==> src/rtl/object_transition_pkg.sv <==
// Screen geometry and direction encodings shared by the
// object position integrator.
package object_transition_pkg;

  localparam int SCREEN_W = 640;
  localparam int SCREEN_H = 480;

  localparam int XMAX_DEF = SCREEN_W - 1;
  localparam int YMAX_DEF = SCREEN_H - 1;

  localparam logic DIR_INC = 1'b0;
  localparam logic DIR_DEC = 1'b1;

endpackage

==> src/rtl/object_transition_axis_stepper.sv <==
// One axis of the position integrator: a saturating
// add/subtract register clamped to [0, MAX].
module axis_stepper
  import object_transition_pkg::*;
#(
  parameter int W   = 10,
  parameter int MAX = XMAX_DEF
) (
  input  logic         clk,
  input  logic         rst,
  input  logic         tick,
  input  logic [W-1:0] init,
  input  logic [W-1:0] v,
  input  logic         dir,
  output logic [W-1:0] pos
);

  localparam logic [W:0]   MAX_WIDE = (W+1)'(MAX);
  localparam logic [W-1:0] MAX_POS  = W'(MAX);

  logic [W:0]   sum;
  logic [W-1:0] nxt;

  assign sum = {1'b0, pos} + {1'b0, v};

  // One extra bit on the sum keeps the clamp free of wrap.
  always_comb begin
    nxt = pos;
    if (dir == DIR_DEC)
      nxt = (v > pos) ? '0 : pos - v;
    else
      nxt = (sum > MAX_WIDE) ? MAX_POS : sum[W-1:0];
  end

  always_ff @(posedge clk) begin
    if (rst)
      pos <= init;
    else if (tick)
      pos <= nxt;
  end

endmodule

==> src/rtl/object_transition.sv <==
// Per-object 2D position integrator stepped on each rising
// edge of the movement strobe, clamped to the visible area.
module object_transition
  import object_transition_pkg::*;
#(
  parameter int XMAX = XMAX_DEF,
  parameter int YMAX = YMAX_DEF
) (
  input  logic       clk,
  input  logic       rst,
  input  logic       moveclk,
  input  logic [9:0] initPosX,
  input  logic [8:0] initPosY,
  input  logic [9:0] vx,
  input  logic [8:0] vy,
  input  logic [1:0] dx,
  input  logic [1:0] dy,
  output logic [9:0] posx,
  output logic [8:0] posy
);

  logic mc_q;
  logic tick;

  // Tracking the strobe through reset avoids a step on release.
  always_ff @(posedge clk) begin
    mc_q <= moveclk;
  end

  assign tick = moveclk & ~mc_q;

  axis_stepper #(
    .W   (10),
    .MAX (XMAX)
  ) u_x (
    .clk  (clk),
    .rst  (rst),
    .tick (tick),
    .init (initPosX),
    .v    (vx),
    .dir  (dx[0]),
    .pos  (posx)
  );

  axis_stepper #(
    .W   (9),
    .MAX (YMAX)
  ) u_y (
    .clk  (clk),
    .rst  (rst),
    .tick (tick),
    .init (initPosY),
    .v    (vy),
    .dir  (dy[0]),
    .pos  (posy)
  );

endmodule

==> config.mk <==
export PLATFORM = sky130hd
export DESIGN_NAME = object_transition
export DESIGN_NICKNAME = d
export VERILOG_FILES = /design/src/rtl/object_transition_pkg.sv /design/src/rtl/object_transition_axis_stepper.sv /design/src/rtl/object_transition.sv
export SDC_FILE = /design/constraint.sdc
export NUM_CORES = 1
export LEC_CHECK = 0
export BUFFER_PORTS_ARGS = -buffer_cell sky130_fd_sc_hd__buf_2
export CORE_ASPECT_RATIO = 1.25
export CORE_MARGIN = 1
export CORE_UTILIZATION = 45
export DETAILED_ROUTE_END_ITERATION = 8
export PLACE_DENSITY = 0.75
export SLEW_MARGIN = 20
export SYNTH_ARGS = -nofsm -noshare
export SYNTH_HDL_FRONTEND = slang
export SYNTH_SLANG_ARGS = --single-unit
==> constraint.sdc <==
create_clock -name clk -period 4 [get_ports clk]
set_clock_uncertainty 0.2 [all_clocks]
set_input_delay 0.2 -clock clk [delete_from_list [all_inputs] [get_ports clk]]
set_output_delay 0.2 -clock clk [all_outputs]
set_load 0.03 [all_outputs]
Word-level counts from Yosys, hierarchy flattened:

Index checks and enable logic that the tools add are counted.

* register bits after elaboration: 20
* latch bits: 0
* bits in writable memories: 0
* ROM bits: 0
* bits of input ports: 45
* output and inout port bits: 19
* memories kept: 0

* add/subtract/negate cells: 4
* multipliers: 0
* div/mod/pow operators: 0
* magnitude comparators: 4
* equal/unequal tests: 0
* shift-type cells: 0
* multiplexer cells: 10
* bitwise operators: 2
* reduce and logical (&&, ||, !) cells: 1

Operators by type and width (count)
* $mux 10: 5
* $mux 9: 5
* $add 10x10->11: 1
* $gt 11x10->1 const B: 1
* $add 9x9->10: 1
* $gt 10x10->1: 1
* $gt 10x9->1 const B: 1
* $sub 10x10->10: 1
* $gt 9x9->1: 1
* $sub 9x9->9: 1
* $reduce_bool 2->1: 1
* $and 1x1->1: 1
* $not 1->1: 1

Depth between registers and ports, before layout:

* depth after elaboration: 6
* depth in mapped cells: 11

By module:

Synthesis repeated with hierarchy kept, for this count alone.

* cell total of the unflattened synthesis: 354
* area total of the unflattened synthesis: 3069.2 µm²

By module, submodules not included
* axis_stepper (u_y): times used 1, cells an instance 177, area each 1530.2 µm²
* axis_stepper (u_x): times used 1, cells an instance 175, area each 1505.2 µm²
* object_transition: times used 1, cells an instance 2, area each 33.8 µm²

Worst setup path before layout:

No wires, ideal clock.

* path kind: register to register
* start point: register u_x.pos[0]
* end point: register u_x.pos[4] (data pin)
* setup time: 0.264 ns
* arrival: 2.616 ns
* data required time: 3.536 ns
* setup slack: 0.920 ns
* stages on the path, launching flop included: 12
* buffers on the path: 1
* clock period less this slack: 3.080 ns
* cells stage by stage: edfxtp_1 > ha_1 > inv_1 > fa_1 > nor2_2 > o311ai_2 > a2111oi_0 > a311oi_1 > a2111oi_2 > or3_1 > buf_6 > a31oi_2

* cells in the longest elaborated chain, start to end: 6

Ends and longest elaborated chain
* start, declared: RTL line object_transition_axis_stepper.sv:15 `output logic [W-1:0] pos`
* start signal, assigned: RTL line object_transition_axis_stepper.sv:37 `pos <= init;`
* start signal, assigned: RTL line object_transition_axis_stepper.sv:39 `pos <= nxt;`
* $add 10x10->11: RTL line object_transition_axis_stepper.sv:24 `assign sum = {1'b0, pos} + {1'b0, v};`
* $gt 11x10->1: RTL line object_transition_axis_stepper.sv:32 `nxt = (sum > MAX_WIDE) ? MAX_POS : sum[W-1:0];`
* $mux 10: RTL line object_transition_axis_stepper.sv:32
* $mux 10 *: RTL line object_transition_axis_stepper.sv:29 `if (dir == DIR_DEC)`
* $mux 10 *: RTL line object_transition_axis_stepper.sv:38 `else if (tick)`
* $mux 10 *: RTL line object_transition_axis_stepper.sv:36 `if (rst)`

Every way passes the cells marked *; elsewhere a longest branch is shown, timed or not. The select of a mux whose other input is x is not followed.
A chain may end at the register's enable or synchronous reset.

Worst setup path in the final report:

* start point: register u_x.pos[1]
* end point: register u_x.pos[4] (data pin)

The elaborated chain is that of the path after synthesis.

==> impl_metrics.tcl <==
set metrics [dict create \
    status "finished clean" \
    grt_busiest_layer "met2" \
    crit_chain "inv_1 -> fa_1 -> nor2_2 -> o311ai_2 -> a2111oi_0 -> a311oi_1 -> a2111oi_2 -> or3_1 -> a31oi_2" \
    rows 32 \
    die_y_um 93.26 \
    cts_resized 0 \
    fillCellCount 606 \
    powerDensity_mw_per_mm2 370.3 \
    hold_path_depth 3 \
    drtAntennaViolNets 0 \
    maxCapViolCount 0 \
    synthesis.area_sq_mm 0.002998 \
    grt_overflow 0 \
    critPathSlowestCell "edfxtp_1" \
    coreArea_sq_mm 0.006286 \
    clock-sinks 20 \
    yosysTopAreaCell "edfxtp_1" \
    syn-num-nets 446 \
    die-area_sq_mm 0.006995 \
    dr.pass1.iters 4 \
    use_met1 0.2410 \
    gp_congestion 0.8765 \
    regToRegSetupSlack_ns 0.72 \
    grt_pass1_wl_mm 11.94 \
    clk_pin_slew_ns 0.10 \
    design_area_sq_mm 0.003331 \
    antenna_found_initial 0 \
    async_flop_share 0 \
    h-tree-depth 1 \
    drive_gt1_frac 0.2074 \
    routed_wl_mm 7.561 \
    multiInputGateArea_sq_mm 0.002105 \
    ys_ff_latch 20 \
    synth.yosys.warnings 0 \
    max_stage_delay_ns 0.47 \
    root_buffer "clkbuf_8" \
    fin_nets 493 \
    final_cell_mix "buf_2, inv_1, ha_1" \
    fin_crit_ns 3.284 \
    r2r_cells 9 \
    grt_usage 0.2199 \
    cp_max_fo 6 \
    hold_start "initPosX[7]" \
    place_area_sq_mm 0.003268 \
    initial_core_util 0.4769 \
    total_power_mw 1.233 \
    holdBufCountCts 1 \
    synth-edff-count 19 \
    cts_made_buffers 3 \
    crit_path_start_kind "flop" \
    ir_worst_vdd_v 0.0001862 \
    grt_use_met3 0.01724 \
    p_leak_nw 1.523 \
    grt_pass1_vias 2722 \
    yosys.area.top_type_share 0.1903 \
    whs_endpoint "u_x.pos[7]" \
    wl_per_cell_um 15.43 \
    slew_violations 0 \
    io_pins 64 \
    finalSetupViolCount 0 \
    seqCellArea_sq_um 590.6 \
    final_hold_viol_count 0 \
    port_buffers 61 \
    dp_hpwl_mm 5.856 \
    fin_setup_tns_ns 0 \
    drt_iter0_markers 184 \
    viasPerCell 5.855 \
    post_cts_buffers 0 \
    worstHoldPathType "in -> reg" \
    max_freq_mhz 304.5 \
    end_kind "flop" \
    ys_types 74 \
    r2r_start "u_x.pos[1]" \
    synth_ff_type "edfxtp_1" \
    vias 2869 \
    worstReg2RegEnd "u_x.pos[4]" \
    clock_path_buffers 2 \
    period_share 0.8209 \
    gr-usage-met2 0.4317 \
    clk_latency_ns 0.27 \
    rsz0062_at_grt "false" \
    syn2layout_area_growth_pct 11.10 \
    avgSynthCellArea_sq_um 8.351 \
    yosys-top-cells-area "edfxtp_1, ha_1, inv_1, a21oi_1, nor2_1" \
    antenna_cells 0 \
    final_common_cell "buf_2" \
    required_ns 3.79 \
    tritoncts "built" \
    synth_cells 359 \
    grt_start_max_net_pins 28 \
    critPathKind "reg -> reg" \
    drcViolationCount 0 \
    slew_headroom 0.5062 \
    die_w_um 75.01 \
    worstMarginPinSlew_ns 0.7379 \
    worstPathArrival_ns 3.08 \
    yosysSeqAreaShare 0.1970 \
]
[worst max-delay path by stage]
stage                     from    endpoint  slack, ns  cells after the start
floorplan           u_x.pos[0]  u_x.pos[4]       0.92                     11
global placement    u_x.pos[0]  u_x.pos[5]       0.76                     10
detailed placement  u_x.pos[0]  u_x.pos[4]       0.72                     10
CTS                 u_x.pos[0]  u_x.pos[4]       0.71                     10
global route        u_x.pos[0]  u_x.pos[4]       0.56                     10
finish              u_x.pos[1]  u_x.pos[4]       0.72                      9
[area by class of cell]
| cell class | instances | area share |
|---|---|---|
| multi-input combinational | 274 | 0.6319 |
| timing repair buffer | 62 | 0.09467 |
| tap | 85 | 0.03193 |
| clock buffer | 4 | 0.01352 |
| sequential | 20 | 0.1773 |
| inverter | 45 | 0.05071 |
[critical path, delay by kind of cell, from the launching register on]
| kind | cells | cell delay [ns] |
|---|---|---|
| simple gates | 2 | 0.60 |
| flops | 1 | 0.47 |
| fa+ha+maj | 1 | 0.45 |
| compound gates | 5 | 1.19 |
| buf+inv | 1 | 0.10 |
[synth_stat cells, types with 4 or more instances]
cell type   n
a21o_1      8
a21oi_1    28
a221oi_1    4
a31oi_1     8
clkbuf_1    8
edfxtp_1   19
fa_1        4
ha_1       38
inv_1      44
nand2_1    17
nand2b_1    6
nand3_1     4
nor2_1     33
nor2b_1     6
nor3_1      4
o21a_1      5
o21ai_0    21
o22ai_1     4
xnor2_1    11
xor2_1      5
[power breakdown]
part	total [mW]	leakage, nW	internal (mW)	switching [mW]
clock	0.158	0.0228	0.0714	0.0866
combinational	0.772	1.30	0.305	0.467
sequential	0.303	0.199	0.274	0.0294
[sequential cells by signal (all words and copies together) (netlist names)]
name and cells:
mc_q 1, u_y.pos 9, u_x.pos 10
[cells by family after synthesis]
kind of cell	share of synthesized area
buf+inv	0.1048
xor+xnor	0.04674
mux	0.007095
flops	0.1970
fa+ha+maj	0.1853
compound gates	0.3076
simple gates	0.1515
[per-layer routing]
layer | wire (um) | vias to the layer above
met5 | 0 | -
met4 | 93 | 0
met3 | 453 | 12
met2 | 4154 | 99
met1 | 2860 | 1372
li1 | - | 1386
[through the flow]
step / utilization / setup slack (ns) / std cells / hold slack, ns
final: 0.5299 / 0.7162 / 490 / 0.02107
after global routing: 0.5299 / 0.5640 / 490 / 0.02959
after CTS: 0.5287 / 0.7143 / 490 / 0.01296
after detailed placement: 0.5199 / 0.7158 / 485 / 0.1224
after global placement: 0.5199 / 0.7586 / 485 / 0.1174
after floorplan: - / 0.9197 / 359 / 0.02772
(Power assumes the default switching activity.)
